<file path="src/rtl/syn_stat_disp_if.sv">
// Local-bus register port of the status/display controller.
// Single-cycle write/read strobes; read data returns one cycle later.
interface syn_stat_disp_if;
    logic        wr_en;
    logic        rd_en;
    logic [1:0]  addr;
    logic [31:0] wr_data;
    logic [31:0] rd_data;
    logic        rd_valid;

    modport master (
        output wr_en, rd_en, addr, wr_data,
        input  rd_data, rd_valid
    );

    modport slave (
        input  wr_en, rd_en, addr, wr_data,
        output rd_data, rd_valid
    );
endinterface

</file>
<file path="src/rtl/syn_stat_disp.sv">
// Board status/display controller: hex digits with blanking, LED modes,
// blink generator and synchronised, stretched event LEDs.
module syn_stat_disp #(
    parameter int P_NUM_DIGITS  = 4,
    parameter int P_NUM_LEDS    = 10,
    parameter int P_BLINK_DIV_W = 24,
    parameter int P_STRETCH_CYC = 50000
) (
    input  logic                      clk,
    input  logic                      rst,
    syn_stat_disp_if.slave            bus,
    input  logic [P_NUM_LEDS-1:0]     evt_i,
    output logic [7*P_NUM_DIGITS-1:0] seg_o,
    output logic [P_NUM_LEDS-1:0]     led_o
);

    localparam int ND = P_NUM_DIGITS;
    localparam int NL = P_NUM_LEDS;
    localparam int BW = P_BLINK_DIV_W;
    localparam int CW = $clog2(P_STRETCH_CYC + 1);
    localparam logic [CW-1:0] STRETCH = CW'(P_STRETCH_CYC);

    logic [4*ND-1:0] value_q, value_d;
    logic [ND-1:0]   en_q, en_d;
    logic            lzs_q, lzs_d;
    logic [2*NL-1:0] mode_q, mode_d;
    logic [31:0]     rd_data_q, rd_data_d;
    logic            rd_valid_q, rd_valid_d;
    logic [BW-1:0]   blink_q, blink_d;
    logic [NL-1:0]   sync1_q, sync1_d;
    logic [NL-1:0]   evt_s_q, evt_s_d;
    logic [CW-1:0]   cnt_q [NL];
    logic [CW-1:0]   cnt_d [NL];
    logic [7*ND-1:0] seg_q, seg_d;
    logic [NL-1:0]   led_q, led_d;
    logic [NL-1:0]   ev_on;
    logic [31:0]     rd_word;
    logic            nz;
    logic            unused_wr;

    assign unused_wr    = ^bus.wr_data;
    assign bus.rd_data  = rd_data_q;
    assign bus.rd_valid = rd_valid_q;
    assign seg_o        = seg_q;
    assign led_o        = led_q;

    function automatic logic [6:0] hex7(input logic [3:0] n);
        logic [6:0] s;
        unique case (n)
            4'h0: s = 7'h40;
            4'h1: s = 7'h79;
            4'h2: s = 7'h24;
            4'h3: s = 7'h30;
            4'h4: s = 7'h19;
            4'h5: s = 7'h12;
            4'h6: s = 7'h02;
            4'h7: s = 7'h78;
            4'h8: s = 7'h00;
            4'h9: s = 7'h10;
            4'hA: s = 7'h08;
            4'hB: s = 7'h03;
            4'hC: s = 7'h46;
            4'hD: s = 7'h21;
            4'hE: s = 7'h06;
            4'hF: s = 7'h0E;
        endcase
        return s;
    endfunction

    // Reads sample the registers before any same-edge write lands
    always_comb begin
        value_d = value_q;
        en_d    = en_q;
        lzs_d   = lzs_q;
        mode_d  = mode_q;
        if (bus.wr_en) begin
            case (bus.addr)
                2'd0: value_d = bus.wr_data[4*ND-1:0];
                2'd1: begin
                    en_d  = bus.wr_data[ND-1:0];
                    lzs_d = bus.wr_data[31];
                end
                2'd2: mode_d = bus.wr_data[2*NL-1:0];
                default: ;
            endcase
        end
        rd_word = '0;
        case (bus.addr)
            2'd0: rd_word[4*ND-1:0] = value_q;
            2'd1: begin
                rd_word[ND-1:0] = en_q;
                rd_word[31]     = lzs_q;
            end
            2'd2: rd_word[2*NL-1:0] = mode_q;
            default: ;
        endcase
        rd_valid_d = bus.rd_en;
        rd_data_d  = bus.rd_en ? rd_word : rd_data_q;
    end

    // nz tracks whether any nibble from the top down to digit i is nonzero
    always_comb begin
        seg_d = '1;
        nz    = 1'b0;
        for (int i = ND - 1; i >= 0; i--) begin
            nz = nz | (value_q[4*i +: 4] != 4'd0);
            if (en_q[i] && (nz || !lzs_q || i == 0))
                seg_d[7*i +: 7] = hex7(value_q[4*i +: 4]);
        end
    end

    always_comb begin
        blink_d = blink_q + BW'(1);
        sync1_d = evt_i;
        evt_s_d = sync1_q;
        for (int j = 0; j < NL; j++) begin
            cnt_d[j] = cnt_q[j];
            if (evt_s_q[j])
                cnt_d[j] = STRETCH;
            else if (cnt_q[j] != '0)
                cnt_d[j] = cnt_q[j] - CW'(1);
            ev_on[j] = evt_s_q[j] | (cnt_q[j] != '0);
        end
    end

    always_comb begin
        led_d = '0;
        for (int j = 0; j < NL; j++) begin
            case (mode_q[2*j +: 2])
                2'd0:    led_d[j] = 1'b0;
                2'd1:    led_d[j] = 1'b1;
                2'd2:    led_d[j] = blink_q[BW-1];
                default: led_d[j] = ev_on[j];
            endcase
        end
    end

    always_ff @(posedge clk or posedge rst) begin
        if (rst) begin
            value_q    <= '0;
            en_q       <= '0;
            lzs_q      <= 1'b0;
            mode_q     <= '0;
            rd_data_q  <= '0;
            rd_valid_q <= 1'b0;
            blink_q    <= '0;
            sync1_q    <= '0;
            evt_s_q    <= '0;
            for (int j = 0; j < NL; j++) cnt_q[j] <= '0;
            seg_q      <= '1;
            led_q      <= '0;
        end else begin
            value_q    <= value_d;
            en_q       <= en_d;
            lzs_q      <= lzs_d;
            mode_q     <= mode_d;
            rd_data_q  <= rd_data_d;
            rd_valid_q <= rd_valid_d;
            blink_q    <= blink_d;
            sync1_q    <= sync1_d;
            evt_s_q    <= evt_s_d;
            for (int j = 0; j < NL; j++) cnt_q[j] <= cnt_d[j];
            seg_q      <= seg_d;
            led_q      <= led_d;
        end
    end

endmodule

</file>
<file path="src/flat_wrapper.sv">
// flat-port wrapper written by rule: the top's interface ports become plain ports
module syn_stat_disp_flat 
#(
    parameter int P_NUM_DIGITS  = 4,
    parameter int P_NUM_LEDS    = 10,
    parameter int P_BLINK_DIV_W = 24,
    parameter int P_STRETCH_CYC = 50000
)
  (clk, rst, evt_i, seg_o, led_o, bus_wr_en, bus_rd_en, bus_addr, bus_wr_data, bus_rd_data, bus_rd_valid);
  syn_stat_disp_if bus_i ();
  input  logic clk;
  input  logic rst;
  input  logic [P_NUM_LEDS-1:0] evt_i;
  output logic [7*P_NUM_DIGITS-1:0] seg_o;
  output logic [P_NUM_LEDS-1:0] led_o;
  input wire logic [$bits(bus_i.wr_en)-1:0] bus_wr_en;
  input wire logic [$bits(bus_i.rd_en)-1:0] bus_rd_en;
  input wire logic [$bits(bus_i.addr)-1:0] bus_addr;
  input wire logic [$bits(bus_i.wr_data)-1:0] bus_wr_data;
  output wire logic [$bits(bus_i.rd_data)-1:0] bus_rd_data;
  output wire logic [$bits(bus_i.rd_valid)-1:0] bus_rd_valid;
  assign bus_i.wr_en = bus_wr_en;
  assign bus_i.rd_en = bus_rd_en;
  assign bus_i.addr = bus_addr;
  assign bus_i.wr_data = bus_wr_data;
  assign bus_rd_data = bus_i.rd_data;
  assign bus_rd_valid = bus_i.rd_valid;
  syn_stat_disp #(.P_NUM_DIGITS(P_NUM_DIGITS), .P_NUM_LEDS(P_NUM_LEDS), .P_BLINK_DIV_W(P_BLINK_DIV_W), .P_STRETCH_CYC(P_STRETCH_CYC)) u_core (.clk(clk), .rst(rst), .bus(bus_i), .evt_i(evt_i), .seg_o(seg_o), .led_o(led_o));
endmodule
</file>
<file path="config.mk">
export PLATFORM = sky130hd
export DESIGN_NAME = syn_stat_disp_flat
export DESIGN_NICKNAME = d
export VERILOG_FILES = /design/src/rtl/syn_stat_disp_if.sv /design/src/rtl/syn_stat_disp.sv /design/src/flat_wrapper.sv
export SDC_FILE = /design/constraint.sdc
export NUM_CORES = 1
export LEC_CHECK = 0
export ABC_AREA = 0
export CORE_ASPECT_RATIO = 0.7
export CORE_MARGIN = 4
export CORE_UTILIZATION = 50
export DETAILED_ROUTE_END_ITERATION = 8
export PLACE_DENSITY_LB_ADDON = 0.2
export SLEW_MARGIN = 25
export SYNTH_ARGS = -nofsm -noshare
export SYNTH_HDL_FRONTEND = slang
export SYNTH_SLANG_ARGS = --single-unit
</file>
<file path="constraint.sdc">
create_clock -name clk -period 12.7 [get_ports clk]
set_clock_uncertainty 0.05 [all_clocks]
set_input_delay 2.54 -clock clk [delete_from_list [all_inputs] [get_ports clk]]
set_output_delay 2.54 -clock clk [all_outputs]
set_load 0.005 [all_outputs]
</file>
# Word-level counts from Yosys, hierarchy flattened
# Memories as Yosys holds them, arrays and structs flattened.
# Index checks and enable logic that the tools add are counted.
[totals]
word_cells = 152
register_bits = 305
mem_count = 4
inputBits = 48
mem_bits_ro = 448
[memory_table]
columns = ["memory", "depth", "width", "rd", "rd_clocked_by_memory_dff", "write_ports", "line_no", "text"]
rows = [
  ["(no name shown)", 16, 7, 1, 0, 0, "syn_stat_disp.sv:49", "unique case (n)"],
  ["(no name shown)", 16, 7, 1, 0, 0, "syn_stat_disp.sv:49", ""],
  ["(no name shown)", 16, 7, 1, 0, 0, "syn_stat_disp.sv:49", ""],
  ["(no name shown)", 16, 7, 1, 0, 0, "syn_stat_disp.sv:49", ""],
]
[op_classes]
muxes = 38
reduce_logical = 44
bitwise = 12
n_addsub = 11
eq_ne = 22
[op_table]
columns = ["operator", "n"]
rows = [
  ["16-bit two-way mux", 20],
  ["16-bit nonzero test", 10],
  ["16-bit by 1-bit subtractor with 16-bit output (second input constant)", 10],
  ["1-bit case mux with 3 select lines", 10],
  ["7-bit two-way mux", 4],
  ["24-bit by 1-bit adder with 24-bit output (second input constant)", 1],
  ["12-bit case mux with 2 select lines", 1],
  ["2-bit by 1-bit == test with 1-bit output (second input constant)", 11],
  ["2-bit == test (second input constant)", 11],
  ["2-bit zero test", 11],
  ["2-bit nonzero test", 10],
  ["1-bit OR", 12],
  ["4-bit case mux with 3 select lines", 1],
  ["4-bit nonzero test", 3],
  ["2-bit AND reduction", 3],
  ["4-bit two-way mux", 1],
  ["1-bit logical AND", 3],
  ["1-bit logical OR", 3],
  ["1-bit zero test", 1],
  ["1-bit two-way mux", 1],
]

# Depth between registers and ports, before layout
# Gate-level depths: netlist of the first run.
[logic_depth]
depth_word = 6
ltp_mapped = 7
depth_no_buf = 6

# Least setup slack after synthesis of the first run
# No wires, ideal clock.
[synth_path]
path_type = "input port to flip-flop"
start = "input port bus_addr[1]"
end = "register u_core.rd_data_q[10], in the netlist u_core.bus.rd_data[10]"
setup_slack_ps = 8817
n_path_buf = 2
t_required_ps = 12509
t_arrival_ps = 3692
cell_stages = 4
path_cell_list = "clkbuf_1 -> clkbuf_1 -> mux2i_1 -> o22ai_1"
[synth_between]
elab_chain_cells = 2
[synth_lines]
columns = ["item", "line_no", "text"]
rows = [
  ["start: declaration", "flat_wrapper.sv:18", "input wire logic [$bits(bus_i.addr)-1:0] bus_addr;"],
  ["2-bit == test or 2-bit zero test (tied branches)", "syn_stat_disp.sv:88", "case (bus.addr)"],
  ["12-bit case mux with 2 select lines *", "syn_stat_disp.sv:88", ""],
  ["end signal: assignment", "syn_stat_disp.sv:157", "rd_data_q <= rd_data_d;"],
  ["end: declaration", "syn_stat_disp.sv:27", "logic [31:0] rd_data_q, rd_data_d;"],
]
# Every way passes the cells marked *; elsewhere a longest branch is shown, timed or not.
# A chain may end at the register's enable or synchronous reset.

# Final worst setup path of the first run
[layout_path]
start = "input port bus_addr[0]"
end = "register u_core.value_q[15]"
[layout_between]
elab_chain_cells = 2
[layout_lines]
columns = ["item", "line_no", "text"]
rows = [
  ["2-bit zero test", "syn_stat_disp.sv:77", "case (bus.addr)"],
  ["2-bit AND reduction (no source line)", "--", ""],
  ["end signal: assignment", "syn_stat_disp.sv:153", "value_q <= value_d;"],
  ["end: declaration", "syn_stat_disp.sv:23", "logic [4*ND-1:0] value_q, value_d;"],
]
# Every way passes these cells.

==> results of run 1 <==
[worst max-delay path, stage by stage]
cell and delay [ps]:
clkdlybuf4s50_1 610, nor3b_2 910, buf_4 370, mux2_2 350
[Yosys cell counts, drive strengths merged (6+ instances only)]
master / n
or2: 15
a21o: 10
o22ai: 17
xor2: 7
a21oi: 83
o211ai: 15
or3b: 18
ha: 42
or4: 43
nor4: 54
a211oi: 11
and4: 8
o31a: 8
nand2b: 33
nand3b: 18
or4b: 9
o311ai: 20
or3: 37
a31o: 8
dfstp: 28
o31ai: 36
buf: 20
mux2i: 34
o41ai: 8
nor2: 106
o21ai: 69
nor3: 41
nor2b: 37
xnor2: 20
nor3b: 6
inv: 61
nand4: 18
nand2: 88
nor4b: 10
mux2: 43
nand3: 31
clkbuf: 52
dfrtp: 277
[logic make-up after synthesis]
logic type,count (synthesis),share of synthesized area
xor+xnor,27,0.0155
buf+inv,133,0.0361
fa+ha+maj,42,0.0345
simple gates,589,0.226
flops,305,0.504
compound gates,306,0.129
other cells,1,0.000246
mux,77,0.0542
[registers in the layout, summed over array words and instances (netlist names)]
| register | flops |
|---|---|
| u_core.evt_s_d | 10 |
| u_core.bus.rd_valid | 1 |
| u_core.led_o | 10 |
| u_core.mode_q | 20 |
| u_core.evt_s_q | 10 |
| u_core.seg_o | 28 |
| u_core.blink_q | 24 |
| u_core.cnt_q | 160 |
| u_core.en_q | 4 |
| u_core.bus.rd_data | 21 |
| u_core.lzs_q | 1 |
| u_core.value_q | 16 |
[power by group]
part           total (uW)  internal [uW]  leakage (uW)  switching (uW)
combinational         370            189       0.00274             182
clock                 955            571      0.000535             384
sequential           1180           1080       0.00363             103
[path summary, 6_finish.rpt]
kind                                    from                  to  slack (ps)  cells past startpoint
setup / recovery                 bus_addr[0]  u_core.value_q[15]        8310                      4
hold / removal             u_core.evt_s_d[9]   u_core.evt_s_q[9]         290                      0
setup reg to reg           u_core.evt_s_q[3]   u_core.cnt_q[105]        9790                      4
hold reg to reg            u_core.evt_s_d[9]   u_core.evt_s_q[9]         290                      0
max in group asynchronous                rst    u_core.cnt_q[84]        8980                      3
min in group asynchronous                rst   u_core.evt_s_d[6]        2410                      2
[cell type report]
| type | count | share of cell area |
|---|---|---|
| Clock buffer | 42 | 0.0511 |
| Timing Repair Buffer | 103 | 0.0582 |
| Multi-Input combinational cell | 1052 | 0.401 |
| Sequential cell | 305 | 0.437 |
| Tap cell | 412 | 0.0294 |
| Inverter | 61 | 0.0138 |
| Antenna cell | 2 | 0.000285 |
| Clock inverter | 13 | 0.00941 |
[cell usage in the layout, fill, tap and decap left out, types with 11 or more instances in the layout]
cell / synthesis / final
dfstp_2: 28 / 28
nor4_1: 47 / 47
nor2b_1: 37 / 37
or4_1: 40 / 40
mux2_2: 43 / 43
nand3_1: 31 / 31
nand2_1: 88 / 88
clkbuf_16: 0 / 31
o22ai_1: 17 / 17
inv_1: 61 / 60
nor3_1: 41 / 41
nor2_1: 106 / 106
a211oi_1: 11 / 11
o31ai_1: 36 / 36
or3b_2: 17 / 17
or2_2: 15 / 15
nand4_1: 18 / 18
o21ai_0: 69 / 69
mux2i_1: 34 / 34
dfrtp_1: 277 / 277
xnor2_1: 20 / 20
nand3b_1: 18 / 18
nand2b_1: 33 / 33
clkdlybuf4s50_1: 0 / 96
or3_1: 36 / 36
o311ai_0: 20 / 20
ha_1: 42 / 42
o211ai_1: 15 / 15
a21oi_1: 83 / 83
conb_1: 1 / 11
[per-layer routing]
metal | vias up | share of wire | GRT usage
li1 | 5578 | - | -
met1 | 5551 | 0.49 | 0.300
met2 | 203 | 0.45 | 0.312
met3 | 63 | 0.038 | 0.0332
met4 | 0 | 0.025 | 0.0512
met5 | - | 0 | 0
[metrics by stage]
stage	power, uW	hold slack, ps	cells
floorplan	1400	281	1490
global placement	1560	283	1933
detailed placement	1570	286	1933
CTS	2540	297	1988
global route	2640	306	1990
finish	2510	291	1990
==> key figures, run 1 <==
Layout
  • Area of the multi-input gates: 7040 sq um
  • FF+latch area: 7670 sq um
  • Final #Nets: 1643
  • Area Growth Syn to Fin: 15.4%
  • Post-Layout Inst Area: 17600 sq um
  • Layout Utilization: 0.584
  • Filler Cell Count: 2529
  • Layout cells sized above 1: 0.124

Synthesis
  • EDFF count, synth: 0
  • Register area share after synthesis: 0.504
  • Async set-or-reset flop fraction in the synthesized netlist: 1.00
  • Post-synth cell types: 69
  • Mapped Area: 15200 sq um
  • Synth Instances: 1480
  • Register bit total from synthesis: 305
  • Mapped Avg Cell Area: 10.3 sq um
  • Ys Warns: 0
  • Largest area contributor in the netlist: dfrtp_1
  • Area contributors post-synth: dfrtp_1, dfstp_2, ha_1, mux2_2, a21oi_1
  • Top cell type's share of synthesized area: 0.455
  • Top FF cell, synth: dfrtp_1

CTS
  • H-tree levels: 1
  • CTS tree: done
  • CTS sink cnt: 305
  • Root Buffer: clkbuf_16
  • Cts hold-fix bufs: 0
  • CTS resizes: 0
  • Clk pin slew, worst setup/hold paths: 70 ps
  • Maximum root-to-sink buffer count: 3
  • Setup bufs post-CTS: 0
  • CTS buffer count: 30
  • Worst skew pair latency: 570 ps

GRT
  • Gr ovfl total: 0
  • Initial antenna violation count: 2
  • First-pass GRT wire length: 56400 um
  • Vias in the first global route: 10716
  • Total global routing track utilization: 0.202
  • Largest net degree at the start of global routing: 148

Place
  • IO Port Bufs: 96
  • Final Wtd Congestion: 0.826
  • Pre-CTS setup slack: 7720 ps
  • Placed Area: 16500 sq um
  • Post-DP HPWL: 22900 um

Drt
  • Vias: 11395
  • Wirelength per Cell: 17.0 um
  • Vias per std cell: 5.73
  • DR pass1 iterations: 5
  • Total Routed Length: 33800 um
  • 1st-iter DRT viols: 745
  • Post-DRT Antenna Nets: 0
  • Residual DRC count: 0

Timing
  • Total negative setup slack: 0 ps
  • FMAX: 228 MHz
  • RSZ-0062 raised after global routing: false
  • Final Max Slew Viols: 0
  • Slew Limit Headroom: 0.321
  • Setup WS post-layout: 8310 ps
  • Final hold violation count: 0
  • Final setup vio count: 0
  • Period utilization: 0.345
  • Minimum clock period: 4390 ps
  • Measured slew at the worst slew-check pin: 1010 ps

Floorplanning
  • Row count: 53
  • Die H: 154 um
  • Die area: 33300 sq um
  • Io pins: 119
  • Starting density of the core: 0.507
  • Core region area: 30000 sq um
  • Die width: 217 um

Critical path
  • Worst setup EP type: flip-flop
  • Critical path type: input pin to flip-flop
  • CP Data Required Time: 13100 ps
  • CP arrival: 4790 ps
  • Startpoint Class: input pin
  • CP max FO: 16

Job
  • Max_cap viols: 0

Pwr
  • Max VDD drop: 0.0810 mV
  • Leak: 0.00691 uW
  • Power density over the cells: 143 nW/um^2

Hold path
  • Hold Crit Class: flip-flop to flip-flop

Status
  • Status: finished, final reports clean
Power figures use the tool's default switching activity.
==> inputs of run 2 (changes only) <==
- clock period: 12.7 -> 4.2 ns (I/O delays scaled with it)
==> key figures, run 2 (synthesized netlist as in run 1, its figures left out) <==
Pwr
  • Max VDD drop: 0.329 mV (+310%)
  • Power density over the cells: 424 nW/um^2 (+200%)
  • Leak: 0.00689 uW (-0.22%)

Layout
  • Layout cells sized above 1: 0.124 (-0.000393)
  • Biggest register: u_core.cnt_q
  • Most frequent cells in the layout: dfrtp_1, nor2_1, clkdlybuf4s50_1
  • Final #Nets: 1648 (+0.30%)
  • Area Growth Syn to Fin: 15.3% (about the same)
  • Largest register FFs: 160 (unchanged)
  • Post-Layout Inst Area: 17500 sq um (about the same)
  • Leading cell type in the layout, fill and taps excluded: dfrtp_1

GRT
  • Initial antenna violation count: 2 (unchanged)
  • Gr ovfl total: 0 (unchanged)
  • First-pass GRT wire length: 56800 um (+0.81%)
  • Total global routing track utilization: 0.202 (about the same)
  • Largest net degree at the start of global routing: 60 (-59%)
  • Vias in the first global route: 10991 (+2.6%)

Timing
  • FMAX: 340 MHz
  • Setup WS post-layout: 1260 ps (-7050 ps)
  • Measured slew at the worst slew-check pin: 938 ps (-75.4 ps)
  • Final Max Slew Viols: 0 (unchanged)
  • RSZ-0062 raised after global routing: false
  • Slew Limit Headroom: 0.370 (+0.0485)
  • Period utilization: 0.699
  • Minimum clock period: 2940 ps
  • Min Hold Slack: 298 ps (+7.36 ps)
  • Final setup vio count: 0 (unchanged)
  • Final hold violation count: 0 (unchanged)

Critical path
  • Startpoint Class: flip-flop
  • CP Data Required Time: 4590 ps (-8510 ps)
  • CP Cell Sequence: or4b_2 > nor4_4 > nor3_1 > or3b_1
  • CP max stage delay: 850 ps (-60 ps)
  • CP max FO: 23 (+7)
  • CP arrival: 3330 ps (-1460 ps)
  • CP max-delay cell: nor4_4
  • Worst setup EP type: flip-flop
  • Critical path type: flip-flop to flip-flop
  • CP bufs+invs: 0 (-2)
  • Delay-heaviest family, CP: simple AND/OR/NAND/NOR gates

Drt
  • Wirelength per Cell: 17.1 um (+0.39%)
  • Total Routed Length: 34000 um (+0.59%)
  • Vias: 11477 (+0.72%)
  • Post-DRT Antenna Nets: 0 (unchanged)
  • DR pass1 iterations: 7 (+2)
  • 1st-iter DRT viols: 983 (+32%)
  • Residual DRC count: 0 (unchanged)
  • Vias per std cell: 5.76 (+0.52%)

Floorplanning
  • Io pins: 119 (unchanged)
  • Row count: 53 (unchanged)
  • Die width: 217 um (unchanged)
  • Die area: 33300 sq um (unchanged)
  • Starting density of the core: 0.507 (unchanged)
  • Core region area: 30000 sq um (unchanged)
  • Die H: 154 um (unchanged)

CTS
  • Worst skew pair latency: 570 ps (about the same)
  • Maximum root-to-sink buffer count: 3 (unchanged)
  • Root Buffer: clkbuf_16
  • CTS resizes: 0 (unchanged)
  • CTS tree: done
  • Setup bufs post-CTS: 0 (unchanged)
  • H-tree levels: 1 (unchanged)
  • CTS sink cnt: 305 (unchanged)
  • Cts hold-fix bufs: 0 (unchanged)
  • CTS buffer count: 29 (-3.3%)
  • Clk pin slew, worst setup/hold paths: 70 ps (about the same)

Hold path
  • Hold Crit Class: flip-flop to flip-flop

Status
  • Status: finished, final reports clean

Place
  • Placed Area: 16600 sq um (+0.55%)
  • IO Port Bufs: 96 (unchanged)
  • Pre-CTS setup slack: 1190 ps (-6520 ps)
  • Post-DP HPWL: 23700 um (+3.3%)
  • Final Wtd Congestion: 0.836 (+1.2%)

Job
  • Max_cap viols: 0 (unchanged)
run 2: changes by cell type in the layout (fill, tap and decap cells not counted), sizes merged:
cell      previous run  this run
clkbuf              42        40
diode                2         1
clkinvlp             0         2
clkinv              10         8
inv                 60        61
buf                  7        13
run 2: routing by layer:
layer,wire [um],GRT usage,vias to the layer above
li1,-,-,5599
met1,16600,0.301,5642
met2,15400,0.313,179
met3,1190,0.0328,55
met4,847,0.0490,2
met5,20,0,-
run 2: worst paths after layout:
check | to | cells past startpoint | slack [ps] | start
setup / recovery | u_core.cnt_q[105] | 4 | 1260 | u_core.evt_s_q[3]
hold / removal | u_core.evt_s_q[4] | 0 | 300 | u_core.evt_s_d[4]
setup reg to reg | u_core.cnt_q[105] | 4 | 1260 | u_core.evt_s_q[3]
hold reg to reg | u_core.evt_s_q[4] | 0 | 300 | u_core.evt_s_d[4]
max in group asynchronous | u_core.seg_o[9] | 3 | 2500 | rst
min in group asynchronous | u_core.mode_q[19] | 2 | 730 | rst
run 2: area by class of cell:
| class | instances | area (sq um) |
|---|---|---|
| clock inverters | 14 | 176 |
| well taps | 412 | 515 |
| diodes | 1 | 2.50 |
| flip-flops and latches | 305 | 7670 |
| clock buffers | 40 | 797 |
| inverters | 61 | 233 |
| repair buffers | 109 | 1110 |
| fillers | 2521 | 12500 |
| multi-input cells | 1052 | 7040 |
run 2: power by group:
group / switching [uW] / internal [uW]
clock: 1150 / 1570
combinational: 553 / 579
sequential: 312 / 3270
total: 2020 / 5420
run 2: per-stage QoR:
stage	cells	utilization	TNS (ps)	total power [uW]
after global placement	1939	0.552	0	4730
final	1994	0.584	0	7430
after detailed placement	1939	0.552	0	4770
after CTS	1993	0.584	0	7520
after global routing	1994	0.584	0	7800
after floorplan	1490	-	-200580	4220
